[src/rtl/game_pkg.sv]
// Shared encodings and scoring constants for the Pac-Man game sequencer.
package game_pkg;

  typedef enum logic [2:0] {
    IDLE        = 3'd0,
    PLAY        = 3'd1,
    POWER       = 3'd2,
    DYING       = 3'd3,
    LEVEL_CLEAR = 3'd4,
    GAME_OVER   = 3'd5
  } state_t;

  localparam int PELLET_PTS       = 10;
  localparam int POWER_PTS        = 50;
  localparam int GHOST_PTS_BASE   = 200;
  localparam int GHOST_PTS_MAX    = 1600;
  localparam int EXTRA_LIFE_SCORE = 10000;

  function automatic int max3(input int a, input int b, input int c);
    int m;
    m = (a > b) ? a : b;
    return (m > c) ? m : c;
  endfunction

endpackage

[src/rtl/frame_timer.sv]
// Frame-granular down-counter; done pulses on the frame where the count runs out.
module frame_timer #(
  parameter int W = 8
) (
  input  logic         clk,
  input  logic         reset,
  input  logic         tick,
  input  logic         load,
  input  logic [W-1:0] load_val,
  output logic         done
);

  logic [W-1:0] cnt_q, cnt_d;
  logic         active_q, active_d;

  // A loaded value of 0 or 1 both expire on the next tick.
  always_comb begin
    cnt_d    = cnt_q;
    active_d = active_q;
    done     = 1'b0;
    if (load) begin
      cnt_d    = load_val;
      active_d = 1'b1;
    end else if (tick && active_q) begin
      if (cnt_q <= W'(1)) begin
        done     = 1'b1;
        active_d = 1'b0;
        cnt_d    = '0;
      end else begin
        cnt_d = cnt_q - W'(1);
      end
    end
  end

  always_ff @(posedge clk) begin
    if (reset) begin
      cnt_q    <= '0;
      active_q <= 1'b0;
    end else begin
      cnt_q    <= cnt_d;
      active_q <= active_d;
    end
  end

endmodule

[src/rtl/game_state_sequencer.sv]
// Frame-level Pac-Man game sequencer: state, score, lives, level, frightened timer.
// Optional build macro EXTRA_LIFE_EN adds a one-time bonus life at 10000 points.
//   state       | meaning
//   IDLE        | attract screen, waiting for start_key
//   PLAY        | normal play, hits scored
//   POWER       | ghosts frightened, eaten ghosts score a doubling bonus
//   DYING       | death freeze, then resume or game over
//   LEVEL_CLEAR | all pellets eaten, pause before next level
//   GAME_OVER   | score held until start_key
module game_state_sequencer
  import game_pkg::*;
#(
  parameter int LIVES_INIT   = 3,
  parameter int PELLET_COUNT = 64,
  parameter int POWER_FRAMES = 180,
  parameter int DEATH_FRAMES = 60,
  parameter int CLEAR_FRAMES = 90,
  parameter int SCORE_W      = 16
) (
  input  logic               clk,
  input  logic               reset,
  input  logic               startOfFrame,
  input  logic               start_key,
  input  logic               hit_pellet,
  input  logic               hit_power,
  input  logic               hit_ghost,
  output logic [2:0]         game_state,
  output logic               freeze_motion,
  output logic               ghost_frightened,
  output logic [SCORE_W-1:0] score,
  output logic [2:0]         lives,
  output logic [3:0]         level,
  output logic               event_pulse
);

  localparam int PW = $clog2(PELLET_COUNT + 1);
  localparam int TW = $clog2(max3(POWER_FRAMES, DEATH_FRAMES, CLEAR_FRAMES) + 1);
  localparam int MW = $clog2(GHOST_PTS_MAX + 1);

  state_t             state_q, state_d;
  logic [SCORE_W-1:0] score_q, score_d;
  logic [2:0]         lives_q, lives_d;
  logic [3:0]         level_q, level_d;
  logic [PW-1:0]      pellets_q, pellets_d;
  logic [MW-1:0]      mult_q, mult_d;
  logic               freeze_q, freeze_d;
  logic               fright_q, fright_d;
  logic               event_q, event_d;
`ifdef EXTRA_LIFE_EN
  logic               bonus_q, bonus_d;
`endif

  logic               tmr_load;
  logic [TW-1:0]      tmr_val;
  logic               tmr_done;

  logic [1:0]         pel_hits;
  logic [PW-1:0]      pel_left;
  logic [MW:0]        add;
  logic [SCORE_W:0]   sum;
  logic [SCORE_W-1:0] score_sat;
  logic [MW-1:0]      mult_next;

  frame_timer #(.W(TW)) u_timer (
    .clk      (clk),
    .reset    (reset),
    .tick     (startOfFrame),
    .load     (tmr_load),
    .load_val (tmr_val),
    .done     (tmr_done)
  );

  assign pel_hits  = {1'b0, hit_pellet} + {1'b0, hit_power};
  assign pel_left  = (pellets_q > PW'(pel_hits)) ? pellets_q - PW'(pel_hits) : '0;
  assign add       = (hit_pellet ? (MW+1)'(PELLET_PTS) : '0)
                   + (hit_power  ? (MW+1)'(POWER_PTS)  : '0)
                   + ((state_q == POWER && hit_ghost) ? {1'b0, mult_q} : '0);
  assign sum       = {1'b0, score_q} + (SCORE_W+1)'(add);
  assign score_sat = sum[SCORE_W] ? '1 : sum[SCORE_W-1:0];
  assign mult_next = (mult_q >= MW'(GHOST_PTS_MAX / 2)) ? MW'(GHOST_PTS_MAX)
                                                        : {mult_q[MW-2:0], 1'b0};

  always_comb begin
    state_d   = state_q;
    score_d   = score_q;
    lives_d   = lives_q;
    level_d   = level_q;
    pellets_d = pellets_q;
    mult_d    = mult_q;
    event_d   = 1'b0;
    tmr_load  = 1'b0;
    tmr_val   = '0;
`ifdef EXTRA_LIFE_EN
    bonus_d   = bonus_q;
`endif
    unique case (state_q)
      IDLE: begin
        if (start_key) begin
          state_d   = PLAY;
          score_d   = '0;
          lives_d   = 3'(LIVES_INIT);
          level_d   = 4'd1;
          pellets_d = PW'(PELLET_COUNT);
          mult_d    = MW'(GHOST_PTS_BASE);
`ifdef EXTRA_LIFE_EN
          bonus_d   = 1'b0;
`endif
        end
      end
      PLAY, POWER: begin
        if (state_q == PLAY && hit_ghost) begin
          // Touching a ghost outside POWER discards any pellet eaten that cycle.
          lives_d  = (lives_q != 3'd0) ? lives_q - 3'd1 : 3'd0;
          state_d  = DYING;
          tmr_load = 1'b1;
          tmr_val  = TW'(DEATH_FRAMES);
          event_d  = 1'b1;
        end else begin
          score_d   = score_sat;
          pellets_d = pel_left;
          event_d   = (add != '0);
          if (state_q == PLAY && hit_power) mult_d = MW'(GHOST_PTS_BASE);
          if (state_q == POWER && hit_ghost) mult_d = mult_next;
          if ((pel_hits != 2'd0) && (pel_left == '0)) begin
            state_d  = LEVEL_CLEAR;
            tmr_load = 1'b1;
            tmr_val  = TW'(CLEAR_FRAMES);
          end else if (hit_power) begin
            state_d  = POWER;
            tmr_load = 1'b1;
            tmr_val  = TW'(POWER_FRAMES);
          end else if (state_q == POWER && tmr_done) begin
            state_d = PLAY;
          end
`ifdef EXTRA_LIFE_EN
          if (!bonus_q && score_d >= SCORE_W'(EXTRA_LIFE_SCORE)) begin
            bonus_d = 1'b1;
            lives_d = (lives_q == 3'd7) ? lives_q : lives_q + 3'd1;
            event_d = 1'b1;
          end
`endif
        end
      end
      DYING: begin
        if (tmr_done) state_d = (lives_q != 3'd0) ? PLAY : GAME_OVER;
      end
      LEVEL_CLEAR: begin
        if (tmr_done) begin
          state_d   = PLAY;
          level_d   = (level_q == 4'd15) ? level_q : level_q + 4'd1;
          pellets_d = PW'(PELLET_COUNT);
        end
      end
      GAME_OVER: begin
        if (start_key) state_d = IDLE;
      end
      default: state_d = IDLE;
    endcase
    freeze_d = !(state_d == PLAY || state_d == POWER);
    fright_d = (state_d == POWER);
  end

  always_ff @(posedge clk) begin
    if (reset) begin
      state_q   <= IDLE;
      score_q   <= '0;
      lives_q   <= 3'(LIVES_INIT);
      level_q   <= 4'd1;
      pellets_q <= PW'(PELLET_COUNT);
      mult_q    <= MW'(GHOST_PTS_BASE);
      freeze_q  <= 1'b1;
      fright_q  <= 1'b0;
      event_q   <= 1'b0;
`ifdef EXTRA_LIFE_EN
      bonus_q   <= 1'b0;
`endif
    end else begin
      state_q   <= state_d;
      score_q   <= score_d;
      lives_q   <= lives_d;
      level_q   <= level_d;
      pellets_q <= pellets_d;
      mult_q    <= mult_d;
      freeze_q  <= freeze_d;
      fright_q  <= fright_d;
      event_q   <= event_d;
`ifdef EXTRA_LIFE_EN
      bonus_q   <= bonus_d;
`endif
    end
  end

  assign game_state       = state_q;
  assign score            = score_q;
  assign lives            = lives_q;
  assign level            = level_q;
  assign freeze_motion    = freeze_q;
  assign ghost_frightened = fright_q;
  assign event_pulse      = event_q;

endmodule

[config.mk]
export PLATFORM = sky130hd
export DESIGN_NAME = game_state_sequencer
export DESIGN_NICKNAME = d
export VERILOG_FILES = /design/src/rtl/game_pkg.sv /design/src/rtl/frame_timer.sv /design/src/rtl/game_state_sequencer.sv
export SDC_FILE = /design/constraint.sdc
export NUM_CORES = 1
export LEC_CHECK = 0
export ABC_AREA = 1
export CORE_ASPECT_RATIO = 1.25
export CORE_MARGIN = 2
export CORE_UTILIZATION = 50
export DETAILED_ROUTE_END_ITERATION = 16
export PLACE_DENSITY_LB_ADDON = 0.12
export SLEW_MARGIN = 20
export SYNTH_ARGS = -nofsm -noshare
export SYNTH_HDL_FRONTEND = slang
export SYNTH_SLANG_ARGS = --single-unit
[constraint.sdc]
create_clock -name clk -period 4.25 [get_ports clk]
set_input_delay 0.85 -clock clk [delete_from_list [all_inputs] [get_ports clk]]
set_output_delay 0.85 -clock clk [all_outputs]
set_load 0.1 [all_outputs]
# Word level (Yosys, flattened, before mapping)
# Index checks and enable logic that the tools add are counted.
# word_totals
output_inout_bits	29
input_bits	7
ff_bits	56
wordCells	117
# op_classes
muxes	54
order_cmp	3
n_reduce_logical	26
bitwise_logic	1
addsub	8
eq_ne	14
# ops
op	n
11-bit two-way mux	6
8-bit two-way mux	7
16-bit two-way mux	3
3-bit two-way mux	12
16-bit one-hot mux with 2 select lines	1
7-bit two-way mux	4
11-bit one-hot mux with 2 select lines	1
7-bit one-hot mux with 3 select lines	1
16-bit by 12-bit adder with 17-bit output	1
4-bit two-way mux	4
3-bit one-hot mux with 5 select lines	1
7-bit by 11-bit adder with 12-bit output	1
4-bit AND reduction	3
12-bit nonzero test	1
11-bit by 10-bit greater-or-equal comparator with 1-bit output, second input constant	1
1-bit two-way mux	11
2-bit inequality test, second input constant	5
2-bit nonzero test	5
3-bit by 2-bit == test with 1-bit output, second input constant	3
8-bit by 1-bit less-or-equal comparator with 1-bit output, second input constant	1
4-bit one-hot mux with 2 select lines	1
8-bit by 1-bit subtractor with 8-bit output, second input constant	1
4-bit by 6-bit adder with 7-bit output	1
7-bit by 2-bit > comparator with 1-bit output	1
20 further kinds	30

# Logic depth before layout (Yosys ltp)
# Gate-level depths: netlist of the first run.
# logic_depth
ltp_word	18
ltp_mapped	27
depth_no_buf	27

# Hierarchy
# From an unflattened synthesis of the first run, not the netlist that was laid out.
# hier_totals
cells_unflattened	585
area_unflattened_um2	3865.0
# modules_own_cells
module	n_inst	area_per_inst_um2	cells_each
game_state_sequencer	1	3189.3	483
frame_timer	1	675.6	102

# Worst setup path after synthesis of the first run
# OpenSTA, ideal clock, no wires.
# synth_timing
path_kind	reg-to-reg
startpoint	register state_q[1], in the netlist game_state[1]
endpoint	register score_q[11], in the netlist score[11]
t_required_ns	4.118
stages_incl_launch_ff	24
arrival_time_ns	4.248
setup_ns	0.132
path_buffers	1
period_less_slack_ns	4.381
slack_ns	-0.131
path_cell_list	dfxtp_1 > nand3_2 > nor2_1 > clkinv_1 > nor2_1 > ha_1 > fa_1 > a21oi_1 > or2_2 > xor2_1 > inv_1 > ha_1 > a21o_1 > nor2_1 > o21ai_1 > nand2_1 > nand2_1 > nand2_1 > nand2_1 > a21oi_1 > nor2_1 > buf_2 > o21ai_0 > a21oi_1
# synth_via
elab_chain_len	8
# synth_lines
element	line	text
from (decl)	game_state_sequencer.sv:40	state_t state_q, state_d;
from (signal assigned)	game_state_sequencer.sv:178	state_q <= state_d;
3-bit by 2-bit == test with 1-bit output	game_state_sequencer.sv:77, game_state_sequencer.sv:96	
1-bit logical AND	game_state_sequencer.sv:77	+ ((state_q == POWER && hit_ghost) ? {1'b0, mult_q} : '0);
11-bit two-way mux	game_state_sequencer.sv:77	
7-bit by 11-bit adder with 12-bit output	game_state_sequencer.sv:77	
16-bit by 12-bit adder with 17-bit output	game_state_sequencer.sv:78	assign sum = {1'b0, score_q} + (SCORE_W+1)'(add);
16-bit two-way mux	game_state_sequencer.sv:79	assign score_sat = sum[SCORE_W] ? '1 : sum[SCORE_W-1:0];
16-bit two-way mux	game_state_sequencer.sv:111	if (state_q == PLAY && hit_ghost) begin
16-bit one-hot mux with 2 select lines	game_state_sequencer.sv:96	unique case (state_q)
to (signal assigned)	game_state_sequencer.sv:179	score_q <= score_d;
to (decl)	game_state_sequencer.sv:41	logic [SCORE_W-1:0] score_q, score_d;
# Several ways; a longest one is shown, not always the timed one. The select of a mux whose other input is x is not followed.
# A chain may end at the register's enable or synchronous reset.

# Worst setup path in the final report of the first run
# layout_timing
startpoint	input port hit_power
endpoint	register score_q[13], in the netlist score[13]
# layout_via
elab_chain_len	7
# layout_lines
element	line	text
from (decl)	game_state_sequencer.sv:25	input logic hit_power,
6-bit two-way mux	game_state_sequencer.sv:76	+ (hit_power ? (MW+1)'(POWER_PTS) : '0)
4-bit by 6-bit adder with 7-bit output	game_state_sequencer.sv:76	
7-bit by 11-bit adder with 12-bit output	game_state_sequencer.sv:77	
16-bit by 12-bit adder with 17-bit output	game_state_sequencer.sv:78	
16-bit two-way mux	game_state_sequencer.sv:79	
16-bit two-way mux	game_state_sequencer.sv:111	
16-bit one-hot mux with 2 select lines	game_state_sequencer.sv:96	
# No other way between the ends. The select of a mux whose other input is x is not followed.

==> impl_metrics.yaml, run 1 <==
status:
  status: "finished clean"
timing:
  maxSlewViolCount: 0
  whs_ns: 0.4669
  max_slew_margin_pct: 34.63
  finalCritPeriodShare_pct: 92.93
  fin_skew_ns: 0.005613
  finalHoldViolations: 0
  fmax_ghz: 0.2532
  setup_violations: 0
  worstMarginPinSlew_ns: 0.9775
  final.min_clock_period_ns: 3.950
place:
  io_buffers: 35
  place_area_mm2: 0.004328
  hpwl_um: 6903
  gp_routability_congestion: 0.8987
floorplan:
  io_pins: 36
  die_h_um: 99.43
  start_util_pct: 51.89
  design.die.area_mm2: 0.007988
  rows: 34
  core_area_mm2: 0.007019
  die_w_um: 80.34
routing:
  firstDrtPassIters: 4
  drt-initial-drc-count: 158
  routed_via_density: 5.205
  dr_total_vias: 3633
  antenna_left: 0
  drc: 0
  routedWlPerCell_um: 13.20
  wl_um: 9213
global_routing:
  grt_pass1_wl_um: 15240
  grt_start_max_net_pins: 32
  grt_pass1_vias: 3438
  globalRouteOverflowTotal: 0
  grt_use_total_pct: 23.42
  antenna_found_initial: 0
final_layout:
  n_fill_cell: 614
  design_area_mm2: 0.004563
  final_common_cell: "nand2_1"
  final_cell_mix: "nand2_1, inv_1, dfxtp_1, nor2_1, a21oi_1"
  antenna_cells: 0
  area_delta_synth_final_pct: 25.28
  nNetsFinal: 639
  drive_above_1_share_pct: 16.61
cts:
  cts_hold_buf: 0
  cts.htree.levels: 2
  cts_buffers: 5
  clk_path_buf_depth: 2
  cts_sinks: 53
  root_buffer: "clkbuf_8"
  clk_pin_slew_ns: 0.10
  clk_latency_ns: 0.31
  cts_tree: "built"
run:
  cap_violations: 0
synth:
  synth_edf_count: 0
  async_flop_share_pct: 0
  yosysTopAreaCell: "dfxtp_1"
  ys_seq_area_share_pct: 29.13
  syn-num-nets: 568
  synth-main-ff-cell: "dfxtp_1"
  syn_inst: 536
  yosysWarnings: 0
  synth_top_area_share_pct: 29.13
  synth_area_leaders: "dfxtp_1, nand2_1, inv_1, ha_1, a21oi_1"
  syn_area_mm2: 0.003642
  synth_cell_types: 41
  avgSynthCellArea_um2: 6.795
  ys_ff_latch: 53
critical_path:
  cp-end-kind: "register"
  worstPathMaxFanout: 4
  crit_chain: "clkdlybuf4s50_1 > ha_2 > nand2_1 > nand2_1 > a21oi_1 > or2_1 > or2_1 > nor3b_2 > xnor2_1 > inv_1 > ha_4 > nand2_1 > o21ai_1 > a21oi_1 > nand2_2 > a21oi_4 > or3_1 > nand3_1 > nand2_1 > a21oi_2"
  cp-start-kind: "primary input"
  worst_path_max_delay_cell: "clkdlybuf4s50_1"
  cp.required_ns: 4.50
  worstSetupPathType: "in2reg"
  cp.arrival_ns: 4.20
  cp_top_family: "simple AND/OR/NAND/NOR gates"
  cp_slowest_stage_delay_ns: 0.53
  cpMostUsedCell: "nand2_1"
  critical_path_buf_inv_count: 2
pwr:
  cellLeakagePower_nw: 2.120
  total_power_mw: 2.447
  p_per_area_mw_per_mm2: 536.3
  vdd_ir_drop_max_v: 0.0003771
hold_path:
  worstHoldPathType: "reg2reg"
-- registers in the layout (all words and copies together), names as in the netlist --
signal            cells
event_pulse           1
freeze_motion         1
game_state            3
ghost_frightened      1
level                 4
lives                 3
mult_q                8
pellets_q             7
score                16
u_timer.active_q      1
u_timer.cnt_q         8
-- per-layer routing --
metal	global-route usage, %	wire, um
met5	0	0
met1	28.74	4019
met2	41.47	4718
met3	3.267	321
met4	7.953	153
-- area by class of cell --
type / count / area, um2 / share of cell area (%)
clock inverters: 1 / 30.03 / 0.6581
clock buffers: 7 / 86.33 / 1.892
repair buffers: 72 / 634.4 / 13.90
flip-flops and latches: 53 / 1064 / 23.31
inverters: 85 / 321.6 / 7.047
well taps: 90 / 112.6 / 2.468
multi-input cells: 390 / 2315 / 50.73
-- synth_stat cells (5+ instances only) --
cell      number
a21oi_1       48
clkbuf_1       5
dfxtp_1       53
ha_1          22
inv_1         76
inv_2          8
nand2_1      106
nand2_2        7
nand2_4        6
nand3_1       38
nand4_1        7
nor2_1        52
nor2_2         6
nor3_1        10
o21ai_0       29
xor2_1        18
-- worst min-delay path: stages, from the launching register on --
cell and delay (ns):
dfxtp_1 0.32, nand2_1 0.06, a21oi_1 0.05
-- kinds of logic (layout without fill, tap and decap cells) --
family	after synthesis	count (layout)	share of synthesized area (%)
compound gates	97	97	14.91
xor+xnor	21	21	5.050
fa+ha+maj	25	25	9.206
buf+inv	93	165	9.721
flops	53	53	29.13
simple gates	247	247	31.98
-- timing repair --
| action | in CTS | in global routing |
|---|---|---|
| setup buffers | 0 | 3 |
| gates resized for setup | 4 | 26 |
| pin swaps | 0 | 14 |
| endpoints found under the setup margin | 5 | 16 |
-- path summary, 6_finish.rpt --
kind | slack [ns] | cells past startpoint | start | to
worst max register to register | 0.60 | 23 | game_state[2] | score[13]
worst max-delay path | 0.30 | 20 | hit_power | score[13]
worst min register to register | 0.47 | 2 | mult_q[4] | mult_q[4]
worst min-delay path | 0.47 | 2 | mult_q[4] | mult_q[4]
-- through the flow --
stage,cells,TNS [ns],utilization [%],setup WS [ns]
floorplan,536,0,-,0.02671
global placement,687,-3.221,61.66,-0.2895
detailed placement,687,-4.993,61.66,-0.5055
CTS,695,-0.006106,63.48,-0.006106
global route,698,-0.007555,65.01,-0.007555
finish,698,0,65.01,0.3004
-- where the power goes --
part	switching, mW	internal [mW]	leakage, nW
clock network	0.177	0.193	0.0585
logic	0.954	0.431	1.63
registers	0.0920	0.601	0.433
total	1.22	1.22	2.12
No activity file was read; power rests on OpenSTA's default activity.
==> run 2, diff against run 1 <==
==> constraint.sdc (replaced) <==
create_clock -name clk -period 4.25 [get_ports clk]
set_input_delay 0.85 -clock clk [delete_from_list [all_inputs] [get_ports clk]]
set_output_delay 0.85 -clock clk [all_outputs]
set_load 0.05 [all_outputs]
==> run 2 against run 1 <==
  * Clock power down 9.5%
  * Core utilization down 0.25 points
  * Setup slack worse by 0.11 ns
  * Clock skew up 0.00070 ns
  * Final area down 0.38%
  * Routed wire length down 2.2%
  * Global-route usage down 0.39 points
  * Via count up 0.74%
  * Combinational power down 12%
  * Total power down 8.1%
  * First-iteration DRC count up 20%
  * Maximum frequency down 2.7%
  * Largest cell class unchanged
==> impl_metrics.yaml, run 2 (synthesis results as in run 1) <==
status:
  status: "finished clean"
floorplan:
  rows: 34
  design.die.area_mm2: 0.007988
  die_h_um: 99.43
  core_area_mm2: 0.007019
  io_pins: 36
  die_w_um: 80.34
  start_util_pct: 51.89
timing:
  worstMarginPinSlew_ns: 0.5741
  fmax_ghz: 0.2462
  final.min_clock_period_ns: 4.061
  finalHoldViolations: 0
  fin_ws_ns: 0.1889
  finalCritPeriodShare_pct: 95.56
  fin_skew_ns: 0.006316
  max_slew_margin_pct: 61.68
  maxSlewViolCount: 0
  setup_violations: 0
global_routing:
  grt_start_max_net_pins: 24
  grt_pass1_wl_um: 14880
  antenna_found_initial: 0
  globalRouteOverflowTotal: 0
  grt_pass1_vias: 3458
  grt_use_total_pct: 23.03
final_layout:
  nNetsFinal: 637
  final_cell_mix: "nand2_1, inv_1, dfxtp_1, nor2_1, a21oi_1"
  largest_reg_flops: 16
  ff_latch_area_mm2: 0.001061
  antenna_cells: 0
  n_fill_cell: 625
  area_delta_synth_final_pct: 24.80
  final_common_cell: "nand2_1"
  multiInputGateArea_mm2: 0.002330
  fin_cells: 695
  drive_above_1_share_pct: 16.53
critical_path:
  reg2reg_slack_ns: 0.63
  cp.required_ns: 4.49
  cp-end-kind: "register"
  cp-start-kind: "primary input"
  worstSetupPathType: "in2reg"
  cp.arrival_ns: 4.30
  worstPathMaxFanout: 4
place:
  gp_routability_congestion: 0.8698
  dp_worst_setup_slack_ns: -0.5034
  dp.cells: 684
  hpwl_um: 6980
  io_buffers: 35
cts:
  cts_buffers: 5
  cts_sinks: 53
  clk_pin_slew_ns: 0.09
  cts.htree.levels: 2
  cts_tree: "built"
  clk_latency_ns: 0.31
  clk_path_buf_depth: 2
  root_buffer: "clkbuf_8"
run:
  cap_violations: 0
routing:
  antenna_left: 0
  wl_um: 9009
  routedWlPerCell_um: 12.96
  firstDrtPassIters: 4
  dr_total_vias: 3660
  routed_via_density: 5.266
  drc: 0
  drt-initial-drc-count: 190
pwr:
  p_per_area_mw_per_mm2: 494.7
  cellLeakagePower_nw: 2.119
  vdd_ir_drop_max_v: 0.0003389
hold_path:
  worstHoldPathType: "reg2reg"
run 2: cell types whose count changed in the layout (fill, tap and decap cells not counted), moves of 2 or more:
cell / change
o21ai_0: +4
o21ai_1: -4
buf_4: -2
dfxtp_1: +2
dfxtp_2: -2
nor2_1: +2
nor2_2: -2
run 2: worst max-delay path, cell delays in order:
cell	delay (ns)
clkdlybuf4s50_1	0.47
inv_2	0.06
nor2_4	0.12
inv_4	0.07
buf_6	0.12
nor2_1	0.09
ha_1	0.19
a21oi_1	0.09
or2_1	0.23
or2_4	0.25
nor3b_4	0.23
xnor2_2	0.15
inv_2	0.06
ha_4	0.27
nand2_1	0.07
nor2_2	0.15
a21oi_1	0.10
nand2_2	0.10
a21oi_2	0.07
or3_1	0.31
nand3_1	0.08
nand2_1	0.05
a21oi_1	0.12
run 2: power breakdown:
| group | internal (mW) | switching (mW) |
|---|---|---|
| registers | 0.600 | 0.0905 |
| logic | 0.422 | 0.802 |
| clock network | 0.171 | 0.163 |
run 2: area by class of cell:
| cell class | count | share of cell area, % |
|---|---|---|
| Sequential cell | 53 | 23.34 |
| Inverter | 85 | 7.074 |
| Tap cell | 90 | 2.477 |
| Timing Repair Buffer | 70 | 13.57 |
| Multi-Input combinational cell | 390 | 51.25 |
| Clock buffer | 5 | 1.514 |
| Clock inverter | 2 | 0.7707 |
run 2: what timing repair did:
action | 4_1_cts | 5_1_grt
endpoints found under the setup margin | 3 | 16
resized for setup | 4 | 24
hold buffers | 0 | 0
setup buffers | 0 | 4
cloned | 0 | 0
pin swaps | 1 | 12
run 2: worst paths after layout:
| path | start | end | depth (start not counted) |
|---|---|---|---|
| worst max register to register | game_state[1] | score[13] | 22 |
| worst max-delay path | hit_ghost | score[13] | 23 |
| worst min-delay path | mult_q[10] | mult_q[10] | 2 |
| worst min register to register | mult_q[10] | mult_q[10] | 2 |
run 2: layer usage:
metal	track usage [%]	wire [um]	part of all wire, %
met1	28.37	3971	44
met2	40.96	4624	51
met3	2.904	256	2.8
met4	7.692	156	1.7
met5	0	0	0
run 2: per-stage QoR:
stage               hold slack [ns]  util, %  cell area [um2]  setup TNS (ns)  total power, mW
floorplan                    0.4393        -             3642               0            1.593
global placement             0.4491    61.30             4303          -2.568            1.878
detailed placement           0.4634    61.30             4303          -5.490            1.890
CTS                          0.4773    62.92             4417               0            2.234
global route                 0.5025    64.76             4546        -0.01975            2.416
finish                       0.4750    64.76             4546               0            2.249
==> run 3, diff against run 2 <==
--- a/config.mk
+++ b/config.mk
@@ -6,6 +6,7 @@
 export NUM_CORES = 1
 export LEC_CHECK = 0
 export ABC_AREA = 1
+export CAP_MARGIN = 20
 export CORE_ASPECT_RATIO = 1.25
 export CORE_MARGIN = 2
 export CORE_UTILIZATION = 50
==> results of run 3 <==
Final layout, timing and power as in run 2 (identical DEF).
